File: src/rtl/alu_pkg.sv
// Shared ALU definitions: function codes, shifter FSM states and default widths.
//   SLL / SRL      : 6-bit function codes carried on the Signal input
//   state_t        : IDLE / SHIFT / DONE for the sequential shifters
//   DATA_W_DEF     : default operand width
//   SHAMT_W_DEF    : default shift-amount width (== number of barrel stages)
package alu_pkg;

  localparam int DATA_W_DEF  = 32;
  localparam int SHAMT_W_DEF = 5;

  localparam logic [5:0] SLL = 6'b000000;
  localparam logic [5:0] SRL = 6'b000010;

  typedef enum logic [1:0] {
    IDLE  = 2'b00,
    SHIFT = 2'b01,
    DONE  = 2'b10
  } state_t;

  // True when the function code selects a logical left shift.
  function automatic logic is_sll(input logic [5:0] fn);
    return (fn == SLL);
  endfunction

endpackage

File: src/rtl/shifter_sll_stage.sv
// One power-of-two stage of a left barrel shifter (combinational).
//   in    : value entering the stage
//   en    : apply this stage's shift when high, pass through otherwise
//   stage : stage index k; the shift distance is 2**k, zero-filled from bit 0
//   out   : stage result
module shifter_sll_stage
  import alu_pkg::*;
#(
  parameter int DATA_W  = DATA_W_DEF,
  parameter int SHAMT_W = SHAMT_W_DEF,
  parameter int STG_W   = 3
) (
  input  logic [DATA_W-1:0] in,
  input  logic              en,
  input  logic [STG_W-1:0]  stage,
  output logic [DATA_W-1:0] out
);

  // Distance needs one bit more than the stage count so 2**(SHAMT_W-1) fits.
  logic [SHAMT_W:0] dist_s;

  // Decode the stage index into a shift distance and apply it when enabled.
  always_comb begin
    dist_s = {{SHAMT_W{1'b0}}, 1'b1} << stage;
    if (en) begin
      out = in << dist_s;
    end else begin
      out = in;
    end
  end

endmodule

File: src/rtl/shifter_sll_seq.sv
// Multi-cycle logical left shifter: operands latched on start, one barrel
// stage applied per clock, fixed latency, one-cycle done pulse.
//   clk     : rising-edge clock
//   reset   : asynchronous active-low reset
//   start   : request, only honoured in IDLE
//   dataA   : value to shift (latched on accept)
//   dataB   : shift amount, low SHAMT_W bits used (latched on accept)
//   Signal  : function code (latched on accept); non-SLL codes yield 0
//   dataOut : registered result, held until the next completion
//   busy    : high whenever the FSM is not in IDLE
//   done    : one-cycle completion pulse
module shifter_sll_seq
  import alu_pkg::*;
#(
  parameter int DATA_W  = DATA_W_DEF,
  parameter int SHAMT_W = SHAMT_W_DEF
) (
  input  logic              clk,
  input  logic              reset,
  input  logic              start,
  input  logic [DATA_W-1:0] dataA,
  input  logic [DATA_W-1:0] dataB,
  input  logic [5:0]        Signal,
  output logic [DATA_W-1:0] dataOut,
  output logic              busy,
  output logic              done
);

  localparam int STG_W = (SHAMT_W > 1) ? $clog2(SHAMT_W) : 1;
  localparam logic [STG_W-1:0] LAST_STAGE = STG_W'(SHAMT_W - 1);

  state_t              state_r, state_nxt_s;
  logic [DATA_W-1:0]   acc_r, acc_nxt_s;
  logic [SHAMT_W-1:0]  amt_r, amt_nxt_s;
  logic [STG_W-1:0]    stage_r, stage_nxt_s;
  logic                ok_r, ok_nxt_s;
  logic [DATA_W-1:0]   dout_nxt_s;
  logic                busy_nxt_s, done_nxt_s;
  logic [DATA_W-1:0]   shifted_s;
  logic                stage_en_s;

  assign stage_en_s = amt_r[stage_r];

  shifter_sll_stage #(
    .DATA_W  (DATA_W),
    .SHAMT_W (SHAMT_W),
    .STG_W   (STG_W)
  ) u_stage (
    .in    (acc_r),
    .en    (stage_en_s),
    .stage (stage_r),
    .out   (shifted_s)
  );

  // State and datapath registers; reset aborts any operation in flight.
  always_ff @(posedge clk or negedge reset) begin
    if (!reset) begin
      state_r <= IDLE;
      acc_r   <= {DATA_W{1'b0}};
      amt_r   <= {SHAMT_W{1'b0}};
      stage_r <= {STG_W{1'b0}};
      ok_r    <= 1'b0;
      dataOut <= {DATA_W{1'b0}};
      busy    <= 1'b0;
      done    <= 1'b0;
    end else begin
      state_r <= state_nxt_s;
      acc_r   <= acc_nxt_s;
      amt_r   <= amt_nxt_s;
      stage_r <= stage_nxt_s;
      ok_r    <= ok_nxt_s;
      dataOut <= dout_nxt_s;
      busy    <= busy_nxt_s;
      done    <= done_nxt_s;
    end
  end

  // Next-state logic.
  always_comb begin
    state_nxt_s = state_r;
    case (state_r)
      IDLE: begin
        if (start) begin
          state_nxt_s = SHIFT;
        end else begin
          state_nxt_s = IDLE;
        end
      end
      SHIFT: begin
        if (stage_r == LAST_STAGE) begin
          state_nxt_s = DONE;
        end else begin
          state_nxt_s = SHIFT;
        end
      end
      DONE:    state_nxt_s = IDLE;
      default: state_nxt_s = IDLE;
    endcase
  end

  // Datapath and output next values; busy/done are derived from the next
  // state so they are registered in step with the FSM.
  always_comb begin
    acc_nxt_s   = acc_r;
    amt_nxt_s   = amt_r;
    stage_nxt_s = stage_r;
    ok_nxt_s    = ok_r;
    dout_nxt_s  = dataOut;
    case (state_r)
      IDLE: begin
        if (start) begin
          acc_nxt_s   = dataA;
          amt_nxt_s   = dataB[SHAMT_W-1:0];
          stage_nxt_s = {STG_W{1'b0}};
          ok_nxt_s    = is_sll(Signal);
        end else begin
          acc_nxt_s   = acc_r;
        end
      end
      SHIFT: begin
        acc_nxt_s   = shifted_s;
        stage_nxt_s = stage_r + {{(STG_W-1){1'b0}}, 1'b1};
        if (stage_r == LAST_STAGE) begin
          // Result is published on the same edge the last stage is applied.
          if (ok_r) begin
            dout_nxt_s = shifted_s;
          end else begin
            dout_nxt_s = {DATA_W{1'b0}};
          end
        end else begin
          dout_nxt_s = dataOut;
        end
      end
      DONE: begin
        acc_nxt_s = acc_r;
      end
      default: begin
        acc_nxt_s = acc_r;
      end
    endcase
    busy_nxt_s = (state_nxt_s != IDLE);
    done_nxt_s = (state_nxt_s == DONE);
  end

endmodule

File: config.mk
export PLATFORM = sky130hd
export DESIGN_NAME = shifter_sll_seq
export DESIGN_NICKNAME = d
export VERILOG_FILES = /design/src/rtl/alu_pkg.sv /design/src/rtl/shifter_sll_stage.sv /design/src/rtl/shifter_sll_seq.sv
export SDC_FILE = /design/constraint.sdc
export NUM_CORES = 1
export LEC_CHECK = 0
export ABC_AREA = 0
export CORE_MARGIN = 8
export CORE_UTILIZATION = 51
export DETAILED_ROUTE_END_ITERATION = 8
export HOLD_SLACK_MARGIN = 0.08
export PLACE_DENSITY = 0.86
export SYNTH_ARGS = -nofsm -noshare
export SYNTH_HDL_FRONTEND = slang
export SYNTH_HIERARCHICAL = 1
export SYNTH_SLANG_ARGS = --single-unit
File: constraint.sdc
create_clock -name clk -period 2.7 [get_ports clk]
set_input_delay 0.54 -clock clk [delete_from_list [all_inputs] [get_ports clk]]
set_output_delay 0.54 -clock clk [all_outputs]
set_load 0.005 [all_outputs]
==> impl_metrics.yaml <==
routing:
  routedWlPerCell_microns: 18.5
  post_drt_via_cell_ratio: 6.06
  wl_microns: 13600
  antenna_left: 0
  remaining_drc_errors: 0
  drt_pre_antenna_iters: 5
  drt_iter0_drc: 451
  num_vias: 4455
setup_path:
  start_kind: "flip-flop"
  cp_data_arrival_time_ps: 2700
  crit_path_cell_trace: "buf_4 > buf_4 > a21oi_1 > o32ai_2 > a21oi_1 > o32ai_1 > a22oi_1 > o21ai_0"
  critPathMaxStageDelay_ps: 420
  crit_path_end_kind: "flip-flop"
  critPathSlowestCell: "o32ai_1"
  worstPathRequired_ps: 2970
  worst_r2r_path_depth: 8
  crit_fanout: 35
  path_class: "flip-flop to flip-flop"
synthesis:
  yosys.area.top_type: "dfrtp_1"
  synthFlopType: "dfrtp_1"
  synth-seq-cells: 77
  syn_nets: 615
  ys_async_sr_fraction_pct: 100
  synth_top_cells_by_count: "nand2_1, dfrtp_1, o21ai_0, a22oi_1, buf_2"
  synth_area_leaders: "dfrtp_1, nand2_1, o21ai_0"
  seq_area_frac_synth_pct: 39.8
  synth.avg_cell_area_sq_um: 8.96
  synth_cells: 540
  yosysUniqueCellTypes: 55
  synth_most_common_cell: "nand2_1"
  yosysTopAreaCellShare_pct: 39.8
  synth_warnings: 6
  synth_edf_count: 0
  syn_area_sq_um: 4840
run_status:
  status: "finished clean"
layout:
  utilization_pct: 63.4
  drive_gt1_share_pct: 10.2
  finalNetCount: 676
  syn_to_final_growth_pct: 20.9
  antennaDiodeCount: 0
  n_fill_cell: 807
clock_network:
  hold_buffers: 0
  clk_latency_ps: 360
  cts_tree: "built"
  post_cts_buffers: 0
  cts_made_buffers: 9
  clockBufferDepth: 2
  cts_resized: 0
  clk_pin_slew_ps: 90
  h-tree-depth: 3
  cts_sinks: 77
  root_buffer: "clkbuf_8"
die:
  dieArea_sq_um: 12900
  initial_utilization_pct: 52.4
  die_h_microns: 113
  top_level_ports: 107
  core-area_sq_um: 9240
  rows: 35
  die_w_microns: 113
timing:
  timing.final.max_slew_violations: 0
  hold_violations: 0
  fin_crit_ps: 2430
  timing.fmax_mhz: 412
  rsz0062_at_grt: "false"
  worst_pin_slew_ps: 752
  fin_crit_sh_pct: 89.9
  final-setup-viol-count: 0
  fin_setup_tns_ps: 0
  slew_headroom_pct: 49.9
  final.setup_skew_ps: 11.4
pwr:
  power_mw: 6.68
  power_density_nw_per_um2: 1140
  p_leak_nw: 2.32
  vdd_drop_max_mv: 0.854
grt:
  antenna_found_initial: 0
  overflow: 0
  grt_pass1_wl_microns: 22700
  grt_util_all_layers_pct: 21.6
  grt_pass1_vias: 4460
  grt_max_degree: 77
hold_path:
  hold_path.class: "input port to async pin"
placed_design:
  gp_congestion: 0.949
  io_buffers: 79
  dp_hpwl_microns: 9790
job:
  drv_cap: 0
[metrics by stage]
| step | std cells | instance area, sq um | setup slack [ps] | hold slack, ps |
|---|---|---|---|---|
| 3_3_place_gp | 719 | 5660 | 444 | 462 |
| 3_5_place_dp | 719 | 5660 | 314 | 469 |
| 4_1_cts | 735 | 5850 | 300 | 263 |
| 2_1_floorplan | 540 | 4840 | 554 | 244 |
| 5_1_grt | 735 | 5850 | 17.2 | 302 |
| 6_report | 735 | 5850 | 273 | 239 |
[cell usage in the layout, fill, tap and decap left out, drive strengths merged, types with 2 or more instances in the layout]
master,Yosys,routed
a211oi,4,4
a21oi,19,19
a221oi,2,2
a222oi,3,3
a22o,9,9
a22oi,38,38
a32o,2,2
and3b,3,3
buf,34,20
clkbuf,14,10
clkdlybuf4s50,0,78
clkinv,0,3
clkinvlp,0,2
dfrtp,77,77
ha,2,2
inv,18,18
mux2,10,10
mux2i,12,12
mux4,12,12
nand2,120,120
nand2b,4,4
nand3,2,2
nand3b,4,4
nand4b,2,2
nor2,13,13
nor2b,4,4
nor3,3,3
nor3b,2,2
o2111ai,2,2
o211ai,6,6
o21a,2,2
o21ai,87,87
o221ai,4,4
o31ai,4,4
o32ai,4,4
or3,2,2
[report_power, final]
group / internal [mW] / switching (mW)
registers: 1.48 / 0.515
logic: 1.66 / 2.15
clock network: 0.426 / 0.453
[worst paths after layout]
kind	start	endpoint	slack [ps]
min	reset	amt_r[0]$_DFFE_PN0P_	240
max in group asynchronous	reset	dataOut[0]$_DFFE_PN0P_	1790
min reg2reg	dataOut[20]$_DFFE_PN0P_	dataOut[20]$_DFFE_PN0P_	480
max	stage_r[0]$_DFFE_PN0P_	acc_r[7]$_DFFE_PN0P_	270
max reg2reg	stage_r[0]$_DFFE_PN0P_	acc_r[7]$_DFFE_PN0P_	270
min in group clk	dataOut[20]$_DFFE_PN0P_	dataOut[20]$_DFFE_PN0P_	480
[worst max-delay path: cells and delay by family, from the launching register on]
family,cells,cell delay [ps]
AOI/OAI and AO/OA,6,1210
buffers and inverters,2,710
DFF,1,410
[cell families after synthesis]
kind of cell               count (synthesis)  share of synthesized area (%)
AOI/OAI and AO/OA                        197                           26.4
and+or+nand+nor                          164                           14.9
adders and majority gates                  2                          0.517
buffers and inverters                     66                           7.37
DFF                                       77                           39.8
muxes                                     34                           11.0
[routing by layer]
layer	wire (microns)	vias up	track usage, %
li1	-	2090	-
met1	5850	2128	28.4
met2	6430	213	34.4
met3	1080	24	4.81
met4	228	0	7.99
met5	0	-	0
[state kept, by name, summed over array words and instances (netlist names)]
name,cells
dataOut,32
amt_r,5
acc_r,32
stage_r,3
state_r,2
ok_r,1
busy,1
done,1
[layout make-up]
| class | instances | area, sq um | share of cell area (%) |
|---|---|---|---|
| multi-input cells | 397 | 2560 | 43.8 |
| flip-flops and latches | 77 | 1930 | 32.9 |
| repair buffers | 98 | 943 | 16.1 |
| well taps | 129 | 161 | 2.76 |
| clock buffers | 10 | 128 | 2.18 |
| inverters | 18 | 67.6 | 1.15 |
| clock inverters | 6 | 63.8 | 1.09 |
No activity file was read; power rests on OpenSTA's default activity.
